$ cat config.mk
export PLATFORM = sky130hd
export DESIGN_NAME = stream_packer
export DESIGN_NICKNAME = d
export VERILOG_FILES = /design/src/rtl/stream_packer_pkg.sv /design/src/rtl/qs_fifo.sv /design/src/rtl/stream_packer.sv
export SDC_FILE = /design/constraint.sdc
export NUM_CORES = 1
export LEC_CHECK = 0
export CAP_MARGIN = 30
export CORE_MARGIN = 2
export CORE_UTILIZATION = 54
export DETAILED_ROUTE_END_ITERATION = 8
export PLACE_DENSITY = 0.85
export SLEW_MARGIN = 10
export SYNTH_ARGS = -nofsm -noshare
export SYNTH_HDL_FRONTEND = slang
export SYNTH_SLANG_ARGS = --single-unit
export TNS_END_PERCENT = 50
$ cat constraint.sdc
create_clock -name clk -period 4.7 [get_ports clk]
set_clock_uncertainty 0.2 [all_clocks]
set_input_delay 0.705 -clock clk [delete_from_list [all_inputs] [get_ports clk]]
set_output_delay 0.705 -clock clk [all_outputs]
set_load 0.02 [all_outputs]
$ cat src/rtl/stream_packer_pkg.sv
// Shared types and constants for the stream packer.
//  state_t       : packet FSM state (idle / header beat / payload beat)
//  HDR_W, TID_W  : header and stream-ID widths that make up the 19-bit address
//  SLEEP_TID_DEF : default stream ID that is parked while its destination sleeps
//  pack_addr()   : builds the {hdr, tid} source address
package stream_packer_pkg;
  localparam int HDR_W  = 16;
  localparam int TID_W  = 3;
  localparam int DATA_W = 16;
  localparam int ADDR_W = HDR_W + TID_W;
  localparam int PKT_W  = HDR_W + DATA_W;

  localparam logic [TID_W-1:0] SLEEP_TID_DEF = 3'd5;

  typedef enum logic [1:0] {
    ST_IDLE = 2'd0,
    ST_HDR  = 2'd1,
    ST_PLD  = 2'd2
  } state_t;

  function automatic logic [ADDR_W-1:0] pack_addr(input logic [HDR_W-1:0] hdr,
                                                 input logic [TID_W-1:0] tid);
    return {hdr, tid};
  endfunction
endpackage

$ cat src/rtl/qs_fifo.sv
// Parking FIFO for sleeping-destination transactions.
//  push_i/din_i : write an entry (ignored when full)
//  pop_i/dout_o : dout_o shows the head entry; pop_i removes it (ignored when empty)
//  full_o/empty_o : occupancy flags
// Push and pop in the same cycle leave the count unchanged.
module qs_fifo #(
  parameter int DEPTH  = 8,
  parameter int DATA_W = 32
) (
  input  logic              clk,
  input  logic              reset,
  input  logic              push_i,
  input  logic              pop_i,
  input  logic [DATA_W-1:0] din_i,
  output logic [DATA_W-1:0] dout_o,
  output logic              full_o,
  output logic              empty_o
);
  localparam int AW = $clog2(DEPTH);

  logic [DATA_W-1:0] mem_q [DEPTH];
  logic [AW-1:0]     wr_ptr_q, wr_ptr_d, rd_ptr_q, rd_ptr_d;
  logic [AW:0]       cnt_q, cnt_d;
  logic              push_ok, pop_ok;

  assign full_o  = (cnt_q == (AW+1)'(DEPTH));
  assign empty_o = (cnt_q == '0);
  assign push_ok = push_i & ~full_o;
  assign pop_ok  = pop_i & ~empty_o;
  assign dout_o  = mem_q[rd_ptr_q];

  always_comb begin
    wr_ptr_d = wr_ptr_q;
    rd_ptr_d = rd_ptr_q;
    cnt_d    = cnt_q;
    if (push_ok) wr_ptr_d = wr_ptr_q + AW'(1);
    if (pop_ok)  rd_ptr_d = rd_ptr_q + AW'(1);
    case ({push_ok, pop_ok})
      2'b10:   cnt_d = cnt_q + (AW+1)'(1);
      2'b01:   cnt_d = cnt_q - (AW+1)'(1);
      default: cnt_d = cnt_q;
    endcase
  end

  always_ff @(posedge clk or posedge reset) begin
    if (reset) begin
      wr_ptr_q <= '0;
      rd_ptr_q <= '0;
      cnt_q    <= '0;
    end else begin
      wr_ptr_q <= wr_ptr_d;
      rd_ptr_q <= rd_ptr_d;
      cnt_q    <= cnt_d;
    end
  end

  // Storage needs no reset: the pointers define what is valid.
  always_ff @(posedge clk) begin
    if (push_ok) mem_q[wr_ptr_q] <= din_i;
  end
endmodule

$ cat src/rtl/stream_packer.sv
// Turns single-cycle addr+data transactions into 2-beat stream packets
// (header beat, then payload beat with tlast). Transactions for SLEEP_TID are
// parked in a FIFO while that destination sleeps and drained once it wakes.
//  src_*  : valid/ready transaction input, addr = {hdr[15:0], tid[2:0]}
//  rsp_*  : registered stream output (tvalid/tid/tdata/tlast, tready backpressure)
//  dst_opmode_i : 1 = SLEEP_TID destination awake
module stream_packer
  import stream_packer_pkg::*;
#(
  parameter int               DEPTH     = 8,
  parameter logic [TID_W-1:0] SLEEP_TID = SLEEP_TID_DEF
) (
  input  logic              clk,
  input  logic              reset,
  input  logic              src_valid_i,
  input  logic [ADDR_W-1:0] src_addr_i,
  input  logic [DATA_W-1:0] src_data_i,
  output logic              src_ready_o,
  output logic              rsp_tvalid_o,
  output logic [TID_W-1:0]  rsp_tid_o,
  output logic [DATA_W-1:0] rsp_tdata_o,
  output logic              rsp_tlast_o,
  input  logic              rsp_tready_i,
  input  logic              dst_opmode_i
);
  state_t            state_q, state_d;
  logic [DATA_W-1:0] data_q, data_d;
  logic [DATA_W-1:0] tdata_q, tdata_d;
  logic [TID_W-1:0]  tid_q, tid_d;
  logic              tvalid_q, tvalid_d;
  logic              tlast_q, tlast_d;
  logic              drain_q, drain_d;

  logic [TID_W-1:0]  src_tid;
  logic [HDR_W-1:0]  src_hdr;
  logic              is_idle, park, push, pop, drain, accept_direct;
  logic              fifo_full, fifo_empty;
  logic [PKT_W-1:0]  fifo_dout;

  assign src_tid = src_addr_i[TID_W-1:0];
  assign src_hdr = src_addr_i[ADDR_W-1:TID_W];
  assign is_idle = (state_q == ST_IDLE);

  assign park  = src_valid_i & (src_tid == SLEEP_TID) & ~dst_opmode_i;
  // Once a drain starts it runs to empty even if the destination falls asleep again.
  assign drain = (is_idle & ~fifo_empty & dst_opmode_i) | (drain_q & ~fifo_empty);
  assign push  = park & ~fifo_full;
  assign pop   = is_idle & drain;

  // Parked traffic only needs FIFO space; direct traffic needs an idle FSM with no drain pending.
  assign src_ready_o   = park ? ~fifo_full : (is_idle & ~drain);
  assign accept_direct = src_valid_i & ~park & is_idle & ~drain;

  qs_fifo #(.DEPTH(DEPTH), .DATA_W(PKT_W)) u_park_fifo (
    .clk     (clk),
    .reset   (reset),
    .push_i  (push),
    .pop_i   (pop),
    .din_i   ({src_hdr, src_data_i}),
    .dout_o  (fifo_dout),
    .full_o  (fifo_full),
    .empty_o (fifo_empty)
  );

  always_comb begin
    state_d  = state_q;
    data_d   = data_q;
    tdata_d  = tdata_q;
    tid_d    = tid_q;
    tvalid_d = tvalid_q;
    tlast_d  = tlast_q;
    drain_d  = drain;
    unique case (state_q)
      ST_IDLE: begin
        if (pop) begin
          tdata_d  = fifo_dout[PKT_W-1 -: HDR_W];
          data_d   = fifo_dout[DATA_W-1:0];
          tid_d    = SLEEP_TID;
          tvalid_d = 1'b1;
          tlast_d  = 1'b0;
          state_d  = ST_HDR;
        end else if (accept_direct) begin
          tdata_d  = src_hdr;
          data_d   = src_data_i;
          tid_d    = src_tid;
          tvalid_d = 1'b1;
          tlast_d  = 1'b0;
          state_d  = ST_HDR;
        end
      end
      ST_HDR: begin
        if (rsp_tready_i) begin
          tdata_d = data_q;
          tlast_d = 1'b1;
          state_d = ST_PLD;
        end
      end
      ST_PLD: begin
        if (rsp_tready_i) begin
          tvalid_d = 1'b0;
          tlast_d  = 1'b0;
          state_d  = ST_IDLE;
        end
      end
      default: state_d = ST_IDLE;
    endcase
  end

  always_ff @(posedge clk or posedge reset) begin
    if (reset) begin
      state_q  <= ST_IDLE;
      data_q   <= '0;
      tdata_q  <= '0;
      tid_q    <= '0;
      tvalid_q <= 1'b0;
      tlast_q  <= 1'b0;
      drain_q  <= 1'b0;
    end else begin
      state_q  <= state_d;
      data_q   <= data_d;
      tdata_q  <= tdata_d;
      tid_q    <= tid_d;
      tvalid_q <= tvalid_d;
      tlast_q  <= tlast_d;
      drain_q  <= drain_d;
    end
  end

  assign rsp_tvalid_o = tvalid_q;
  assign rsp_tid_o    = tid_q;
  assign rsp_tdata_o  = tdata_q;
  assign rsp_tlast_o  = tlast_q;
endmodule

==> run metrics <==
outcome=finished clean; post-synthesis adder-cell area fraction=less than 1%; Worst Hold Class=reg2reg; initial antenna violation count=1; Internal=5.78 mW; Synth area leaders=edfxtp_1 (62%), dfrtp_1 (10%), mux2i_1 (6.5%); Final Hold Vio Count=0; Worst Path Arrival=2.84 ns; Max Slew Vio Count=0; Layout area overhead=15.4%; drt total wl=26500 um; number of CTS-inserted buffers=29; CP Launch Type=primary input; Post-Synth XOR/XNOR Area=0.636%; maximum vdd drop=roughly 0.37 mV; Synthesis Warnings=0; largest family of logic cells by synthesized area=multiplexers; fill count=between 1500 and 2000; TritonCTS clock tree=done; worst setup margin=between 0.9 and 1 ns; Routability Congestion=between 0.7 and 0.8; Synth area leader=edfxtp_1; Slew headroom=37.4%; initial drt markers=615; predominant post-synthesis flop cell=edfxtp_1; LEAKAGE=4.93 nW; vias in the first global route=6975; total track usage=22.2%; total power=8.64 mW; mux contribution to synthesized area=12.4%; post-synthesis cell type count=46; placed instance area=13400 um^2; H-tree Lvls=1; Synth async-reset ratio=16.3%; fin area=about 14000 um^2; port bufs=between 60 and 70; Synth Area per Inst=~17 um^2; Slew @ Worst Pin=between 0.9 and 1 ns; routed len/inst=24.4 um; Die H=155 um; sequential share of power=41.4%; pre-CTS setup slack=0.935 ns; Initial Util=54.9%; maxcap violations=0; Synth Area in Compound Gates=~9.1%; cell count after synthesis=717; CP endpoint kind=output pin; Root Buffer=clkbuf_16; largest net degree at the start of global routing=48; post-layout util=63.3%; Psw=2.85 mW; Sum Neg Setup Slack=0 ns; Synth Register Bits=roughly 310; clk_lat worst skew=~0.54 ns; power share of the clock group=26.3%; Period Utilization, post-route=79.7%; setup violators final=0; Pwr Density=604 nW/um^2; Ports=slightly above 60; CP Class=in2out; setup bufs post-CTS=0; syn nets=762; CTS sink count=306; ANT nets after route=0; DRT Pass-1 Iters=5; share of cells above drive strength 1=14.3%; Post-Synth Simple-Gate Area=around 2.6%; Max Freq=267 MHz; cts repair resizes=0; Synth Cell Area=12400 um^2; post-synthesis sequential area ratio=72.1%; Max clock buf depth=3; # DRC=0; n_diodes=0; cts hold-fix bufs=0; Combinational Power Share=between 30% and 40%; most common cell in the netlist=edfxtp_1; WHS=roughly 0.3 ns; unrepaired setup endpoints after global routing=no; WP data required=between 3 and 4 ns; die width=approximately 160 um; GR Overflow Total=0; final layout net count=between 800 and 900; Synth top area share=62.0%; dpl hpwl=15800 um; Worst Path Max Fanout=5; clk slew on worst S/H paths=around 0.060 ns; fin crit period=roughly 3.7 ns; number of synthesized flops with an enable pin=256; Vias=roughly 6800; total core area=22600 um^2; dpl cells=1035; fin cells=1088; Switching Fraction=about a third; cell row count=55; first-pass GRT wire length=40700 um; vias per cell=between 6 and 7; die footprint=roughly 24000 um^2; commonest cells in the netlist=edfxtp_1 (256), mux2i_1 (80), dfrtp_1 (50)
worst max-delay path, cell delays in order:
cell and delay [ns]:
clkdlybuf4s50_1 0.44, nand4bb_1 0.35, nor3_1 0.45, clkinv_1 0.15, o21ai_0 0.11, clkdlybuf4s50_1 0.63
flip-flops by register name, summed over array words and instances, names as in the netlist:
register and flops:
rsp_tdata_o 16, rsp_tlast_o 1, rsp_tid_o 3, data_q 16
rsp_tvalid_o 1, u_park_fifo.cnt_q 4, u_park_fifo.wr_ptr_q 3, state_q 2
u_park_fifo.rd_ptr_q 3, u_park_fifo.mem_q 256, drain_q 1
layout make-up:
| type | instances | area (um^2) | share of cell area (%) |
|---|---|---|---|
| flip-flops and latches | 306 | 8940 | 62.6 |
| clock inverters | 12 | 131 | 0.919 |
| clock buffers | 40 | 787 | 5.50 |
| well taps | 285 | 357 | 2.49 |
| repair buffers | 83 | 801 | 5.60 |
| multi-input cells | 339 | 3190 | 22.3 |
| inverters | 23 | 86.3 | 0.604 |
cell families (layout without fill, tap and decap cells):
kind of cell | count (synthesis) | after routing
flip-flops | 306 | 306
AO/OA/AOI/OAI | 147 | 147
multiplexers | 113 | 113
buffers and inverters | 72 | 158
AND/OR/NAND/NOR | 65 | 65
XOR/XNOR | 9 | 9
adder cells (fa/ha/maj) | 5 | 5
cell usage in the layout, fill, tap and decap left out, types with 3 or more instances in the layout:
cell | synthesis | final
nor2_4 | 0 | 3
buf_4 | 0 | 20
edfxtp_1 | 256 | 256
nor3b_1 | 3 | 3
a211oi_1 | 32 | 32
nor2_1 | 8 | 5
nor3_2 | 0 | 4
clkdlybuf4s50_1 | 0 | 61
a32oi_1 | 16 | 16
o221ai_1 | 16 | 16
a21oi_1 | 3 | 3
nand2_1 | 31 | 31
mux4_2 | 32 | 32
inv_1 | 21 | 20
xnor2_1 | 5 | 5
xor2_1 | 4 | 4
nand2b_1 | 3 | 3
dfrtp_1 | 50 | 48
a2bb2oi_1 | 16 | 16
clkbuf_1 | 25 | 9
a22oi_1 | 32 | 32
clkinv_1 | 1 | 7
clkbuf_16 | 0 | 29
o21ai_0 | 23 | 23
bufinv_16 | 0 | 3
ha_1 | 5 | 5
mux2i_1 | 80 | 80
power by group through the flow:
stage,registers [mW],logic (mW),clock network (mW)
after global placement,3.60,2.65,0
after CTS,3.56,2.79,2.29
after floorplan,3.48,2.04,0
final,3.57,2.80,2.27
after global routing,3.60,3.01,2.39
after detailed placement,3.61,2.75,0
per-layer routing:
layer / up-vias / track usage (%) / share of wire, %
met3: 67 / 3.70 / 6.8
li1: 3011 / - / -
met4: 2 / 7.86 / 3.3
met1: 3456 / 29.6 / 41
met5: - / 0 / 0.045
met2: 302 / 37.3 / 49
final timing paths:
kind | from | endpoint | slack, ns | depth (start not counted)
max in group asynchronous | reset | rsp_tdata_o[10] | 3.14 | 3
hold / removal | u_park_fifo.cnt_q[3] | u_park_fifo.cnt_q[3] | 0.29 | 1
hold reg to reg | u_park_fifo.cnt_q[3] | u_park_fifo.cnt_q[3] | 0.29 | 1
setup / recovery | dst_opmode_i | src_ready_o | 0.95 | 6
min in group asynchronous | reset | u_park_fifo.cnt_q[3] | 0.38 | 2
setup reg to reg | u_park_fifo.cnt_q[1] | data_q[14] | 1.59 | 4
(Power assumes the default switching activity.)
